[config.mk]
export PLATFORM = sky130hd
export DESIGN_NAME = alsu
export DESIGN_NICKNAME = d
export VERILOG_FILES = /design/src/rtl/alsu.sv
export SDC_FILE = /design/constraint.sdc
export NUM_CORES = 1
export LEC_CHECK = 0
export ABC_AREA = 0
export CORE_MARGIN = 4
export CORE_UTILIZATION = 50
export DETAILED_ROUTE_END_ITERATION = 8
export PLACE_DENSITY = 0.81
export RECOVER_POWER = 100
export SETUP_SLACK_MARGIN = 0.5
export SYNTH_ARGS = -nofsm -noshare
export SYNTH_HDL_FRONTEND = slang
export SYNTH_SLANG_ARGS = --single-unit
[constraint.sdc]
create_clock -name clk -period 1.6 [get_ports clk]
set_input_delay 0.32 -clock clk [delete_from_list [all_inputs] [get_ports clk]]
set_output_delay 0.32 -clock clk [all_outputs]
set_load 0.005 [all_outputs]
[src/rtl/alsu.sv]
// Registered arithmetic/logic/shift unit with operand bypass and invalid-request LED blink.
// Define ALSU_INPUT_REG_EN to register all inputs first (two-edge latency instead of one).
module alsu #(
   parameter int    BITS           = 3,
   parameter string INPUT_PRIORITY = "A",
   parameter string FULL_ADDER     = "ON"
) (
   input  logic              clk,
   input  logic              rstn,
   input  logic [BITS-1:0]   A,
   input  logic [BITS-1:0]   B,
   input  logic [2:0]        opcode,
   input  logic              cin,
   input  logic              SI,
   input  logic              sh_left,
   input  logic              red_op_A,
   input  logic              red_op_B,
   input  logic              pass_A,
   input  logic              pass_B,
   output logic [2*BITS-1:0] out,
   output logic [15:0]       leds
);

   localparam int OUT_W = 2 * BITS;
   localparam int IN_W  = 2 * BITS + 10;
   localparam bit PRIO_A   = (INPUT_PRIORITY == "A");
   localparam bit FULL_ADD = (FULL_ADDER == "ON");

   typedef enum logic [2:0] {
      OP_AND = 3'b000,
      OP_XOR = 3'b001,
      OP_ADD = 3'b010,
      OP_MUL = 3'b011,
      OP_SHF = 3'b100,
      OP_ROT = 3'b101
   } op_e;

   logic [IN_W-1:0]  in_d;
   logic [IN_W-1:0]  in_s;
   logic [BITS-1:0]  a_s, b_s;
   logic [2:0]       op_s;
   logic             cin_s, si_s, shl_s, ra_s, rb_s, pa_s, pb_s;
   logic             invalid;
   logic [BITS-1:0]  sel_op;
   logic [OUT_W-1:0] out_d, out_q;
   logic [15:0]      leds_d, leds_q;

   assign in_d = {A, B, opcode, cin, SI, sh_left, red_op_A, red_op_B, pass_A, pass_B};

`ifdef ALSU_INPUT_REG_EN
   logic [IN_W-1:0] in_q;

   always_ff @(posedge clk or negedge rstn) begin
      if (!rstn) in_q <= '0;
      else       in_q <= in_d;
   end

   assign in_s = in_q;
`else
   assign in_s = in_d;
`endif

   assign {a_s, b_s, op_s, cin_s, si_s, shl_s, ra_s, rb_s, pa_s, pb_s} = in_s;

   // Reduction ops are only legal for AND/XOR (opcodes 00x).
   assign invalid = (op_s[2:1] == 2'b11) | ((ra_s | rb_s) & (op_s[2:1] != 2'b00));

   always_comb begin
      // Operand chosen for bypass or reduction, resolving a tie by INPUT_PRIORITY.
      sel_op = '0;
      if (pa_s & pb_s)      sel_op = PRIO_A ? a_s : b_s;
      else if (pa_s)        sel_op = a_s;
      else if (pb_s)        sel_op = b_s;
      else if (ra_s & rb_s) sel_op = PRIO_A ? a_s : b_s;
      else if (ra_s)        sel_op = a_s;
      else if (rb_s)        sel_op = b_s;
   end

   always_comb begin
      out_d  = out_q;
      leds_d = invalid ? ~leds_q : '0;
      if (pa_s | pb_s) begin
         out_d = OUT_W'(sel_op);
      end else if (invalid) begin
         out_d = '0;
      end else begin
         case (op_e'(op_s))
            OP_AND: out_d = (ra_s | rb_s) ? OUT_W'(&sel_op) : OUT_W'(a_s & b_s);
            OP_XOR: out_d = (ra_s | rb_s) ? OUT_W'(^sel_op) : OUT_W'(a_s ^ b_s);
            OP_ADD: out_d = OUT_W'(a_s) + OUT_W'(b_s) + OUT_W'(FULL_ADD & cin_s);
            OP_MUL: out_d = OUT_W'(a_s) * OUT_W'(b_s);
            OP_SHF: out_d = shl_s ? {out_q[OUT_W-2:0], si_s} : {si_s, out_q[OUT_W-1:1]};
            OP_ROT: out_d = shl_s ? {out_q[OUT_W-2:0], out_q[OUT_W-1]}
                                  : {out_q[0], out_q[OUT_W-1:1]};
            default: out_d = '0;
         endcase
      end
   end

   always_ff @(posedge clk or negedge rstn) begin
      if (!rstn) begin
         out_q  <= '0;
         leds_q <= '0;
      end else begin
         out_q  <= out_d;
         leds_q <= leds_d;
      end
   end

   assign out  = out_q;
   assign leds = leds_q;

endmodule

==> results of run 1 <==
stage by stage:
stage | setup TNS, ns | utilization [%]
2_1_floorplan | -1.38 | -
4_1_cts | -0.613 | 82.9
6_report | -0.993 | 85.4
3_3_place_gp | -6.77 | 78.2
3_5_place_dp | -7.50 | 78.2
5_1_grt | -1.36 | 85.4
how the worst max path moves through the flow:
stage / from / slack (ns) / to
6_report: B[1] / -0.32 / out[3]
5_1_grt: B[1] / -0.42 / out[3]
4_1_cts: B[1] / -0.26 / out[3]
3_5_place_dp: A[1] / -1.04 / out[3]
3_3_place_gp: A[1] / -0.96 / out[3]
2_1_floorplan: A[1] / -0.36 / out[3]
registers in the layout, indices dropped and copies added (netlist names):
name  cells
leds     16
out       6
Yosys cell counts (3+ instances only):
| library cell | instances |
|---|---|
| o21ai_0 | 4 |
| fa_1 | 4 |
| nor2_1 | 27 |
| and2_1 | 4 |
| nor2b_1 | 3 |
| inv_1 | 4 |
| a21oi_1 | 7 |
| nand2_1 | 8 |
| dfrtp_1 | 22 |
| nand2b_1 | 3 |
| mux2i_1 | 6 |
| ha_1 | 9 |
what timing repair did:
item	in CTS	in global routing
endpoints found under the setup margin	44	44
gates resized for setup	152	15
pin swaps	20	14
buffers inserted	16	10
cloned	0	0
cell usage in the layout, fill, tap and decap left out, types with 2 or more instances in the layout:
cell type         n
a21oi_2           2
o22a_1            2
and2_1            2
a22o_1            2
nand2b_1          3
fa_2              3
nand2_2           3
inv_2             4
ha_4              4
and2_4            2
buf_2            11
nor2b_2           2
dfrtp_1          22
ha_1              5
a21o_1            2
mux2i_1           6
nor2b_1           2
o21ai_0           2
buf_6             4
nor2_1           27
a221oi_2          2
a21oi_1           5
nand2_1           6
clkbuf_2          2
buf_4            47
clkdlybuf4s50_1   3
buf_8             2
o21ai_1           2
clkbuf_1         19
clkbuf_4          4
cell type report:
cell class / instances / area (sq um)
Tap cell: 30 / 37.5
Clock inverter: 1 / 30.0
Timing Repair Buffer: 92 / 631
Clock buffer: 3 / 22.5
Multi-Input combinational cell: 106 / 887
Fill cell: 156 / 372
Sequential cell: 22 / 551
Inverter: 4 / 15.0
layer usage:
| layer | vias to the layer above | routed length [microns] | global-route usage (%) | part of all wire [%] |
|---|---|---|---|---|
| met4 | 0 | 204 | 8.54 | 4.2 |
| li1 | 662 | - | - | - |
| met3 | 32 | 390 | 3.67 | 8.1 |
| met5 | - | 0 | 0 | 0 |
| met1 | 724 | 1760 | 26.4 | 36 |
| met2 | 103 | 2470 | 45.8 | 51 |
cells by family (layout without fill, tap and decap cells):
logic type	after synthesis	count (layout)	synth area share, %
buf+inv	8	100	3.22
flops	22	22	40.4
compound gates	28	28	15.3
mux	8	8	6.07
xor+xnor	2	2	1.29
fa+ha+maj	13	13	14.2
simple gates	55	55	19.6
power groups by stage:
| stage | clock network (mW) | registers [mW] | logic, mW |
|---|---|---|---|
| 2_1_floorplan | 0 | 0.664 | 0.192 |
| 3_3_place_gp | 0 | 0.658 | 0.465 |
| 3_5_place_dp | 0 | 0.665 | 0.485 |
| 4_1_cts | 0.429 | 0.646 | 0.512 |
| 5_1_grt | 0.452 | 0.657 | 0.621 |
| 6_report | 0.430 | 0.650 | 0.580 |
==> impl_results.rst, run 1 <==
.. list-table::
   :header-rows: 1

   * - Metric
     - Value
   * - Comb pwr share
     - between 30% and 40%
   * - Post-route cell area
     - approximately 2200 sq um
   * - Syn avg cell area
     - around 10 sq um
   * - Hold Vio Cnt, Final
     - 0
   * - Synthesis-stage register bit count
     - 22
   * - Core Footprint
     - ~2500 sq um
   * - Top Family by Delay on Critical Path
     - adder cells
   * - Distinct cell type count of the synthesized netlist
     - 39
   * - Detailed Place HPWL
     - approximately 2900 microns
   * - Max Clk Rate
     - around 0.52 GHz
   * - Global-route wire length before repair
     - around 6600 microns
   * - Share of power burned in registers
     - between 30% and 40%
   * - Final weighted congestion in routability-driven placement
     - 0.885
   * - Endpoint of the most critical register-to-register path
     - out[2]
   * - Post-DRT Antenna Nets
     - 0
   * - Count of final max-slew check failures
     - 0
   * - List of cells traversed by the critical path
     - buf_8, ha_4, inv_2, fa_1, inv_2, ha_4, fa_2, nand2_1, o21ai_1, a21oi_1, nor2_1
   * - Routed length per instance
     - between 15 and 20 microns
   * - Placed Instances
     - between 200 and 250
   * - Critical Setup Path Class
     - input port to register
   * - Hold path endpoint
     - leds[5]
   * - Number of H-tree levels
     - 1
   * - Number of buffers on the longest clock path
     - 2
   * - Growth of design area from synthesis to finish
     - 59.7%
   * - Depth of the most critical reg-to-reg path
     - 5
   * - Final critical delay including setup and external delays
     - 1.92 ns
   * - Power per unit of standard cell area
     - between 700 and 800 nW/um^2
   * - Leading cell types by total area after synthesis
     - dfrtp_1 40%, ha_1 8.3%, nor2_1 7.4%
   * - Final clock period utilization by the worst path
     - 120%
   * - Worst-case vdd ir drop
     - between 1 and 1.5 mV
   * - Floorplan row count
     - 18
   * - Cell Area, Synth
     - about 1400 sq um
   * - Reg-to-Reg Start
     - out[1]
   * - Number of cells on the critical path
     - 11
   * - Failing checks
     - setup timing
   * - Critical path startpoint category
     - input port
   * - Overall Power
     - between 1.5 and 2 mW
   * - Total via count after detailed routing
     - around 1500
   * - Worst hold margin
     - 0.433 ns
   * - Max_slew headroom
     - between 60% and 70%
   * - Number of violations reported at the end of detailed-routing iteration 0
     - a little under 70
   * - Worst EP arrival
     - 2.16 ns
   * - Initial antenna violation count
     - 0
   * - I/O pin cnt
     - 40
   * - Mapped Nets
     - between 150 and 200
   * - Cell at the slowest stage of the critical path
     - fa_2
   * - Count of input and output buffers
     - 39
   * - Flip-flop cell with the highest count after synthesis
     - dfrtp_1
   * - Reported leakage power
     - roughly 1.0 nW
   * - Die Area
     - between 3000 and 4000 sq um
   * - Worst-case register-to-register setup slack
     - 0.34 ns
   * - Layout net count
     - 260
   * - Element type at the critical path end
     - register
   * - Critical-path maximum fanout
     - 2
   * - Leading area contributor after synthesis
     - dfrtp_1
   * - Slowest cell delay on critical path
     - about 0.53 ns
   * - Tightest Pin Transition
     - roughly 0.54 ns
   * - Die height
     - around 60 microns
   * - Clk_skew
     - around 0.00047 ns
   * - Post-route DRC violation count
     - 0
   * - Cell Area, Placed
     - roughly 2000 sq um
   * - Non-Filler Instances
     - 258
   * - Fraction of power spent switching nets
     - slightly below 30%
   * - Maximum number of pins on one net before global-route repair
     - 23
   * - Clock power frac
     - about a quarter
   * - Ratio of cells with drive above 1 in the final layout
     - 44.7%
   * - Clock latency at the later pin of the worst-skew pair
     - 0.30 ns
   * - Horizontal die dimension
     - between 60 and 70 microns
   * - Part of the Yosys area used for sequential elements
     - between 40 and 50%
   * - First-pass iteration count of the detailed router
     - 4
   * - TritonCTS sink count
     - 22
   * - CTS Hold Buffers Added
     - 0
   * - Fin worst setup slack
     - -0.322 ns
   * - Share of synthesized flip-flops with an asynchronous set or reset
     - 100%
   * - CTS root buffer
     - clkbuf_4
   * - Initial core utilization
     - a little over half
   * - CTS buffer count
     - 3
   * - Grt total ovfl
     - 0
   * - Number of warning messages in the yosys log
     - 0
   * - Type of the tightest min-delay check
     - register to register
   * - Hold Path Stages
     - 1
   * - Required time of the critical path
     - 1.84 ns
   * - Status
     - finished with violations
   * - Unrepaired setup endpoints after global routing
     - yes
   * - Clock slew at the register clock pins of the worst setup and hold paths
     - roughly 0.13 ns
   * - TritonCTS clock tree
     - yes
   * - Internal
     - 1.17 mW
   * - Number of flops mapped to enable cells by yosys
     - 0
   * - NetSw
     - around 500 uW
   * - Hold path startpoint
     - leds[5]
   * - Final Routed Wirelength
     - 4820 microns
   * - Global-route usage over all layers
     - 24.1%
   * - Number of instances in the synthesized netlist
     - about 140
   * - Mean number of vias per cell
     - about 5.9
   * - Number of failing setup endpoints in the final timing report
     - 5
   * - Worst Setup Slack post-DPL
     - -1.04 ns
   * - Number of global-route vias before repair
     - around 1400
   * - Proportion of netlist area held by the largest area contributor
     - 40.4%
   * - Max-cap viol count
     - 0
   * - Number of buffers and inverters on the critical path
     - 3
   * - Antenna diode count
     - 0
Power figures use the tool's default switching activity.
==> inputs of run 2 (changes only) <==
Settings changed: CAP_MARGIN from default to 20.
==> results of run 2 <==
The final DEF is identical to that of run 1; final timing and power are the same.
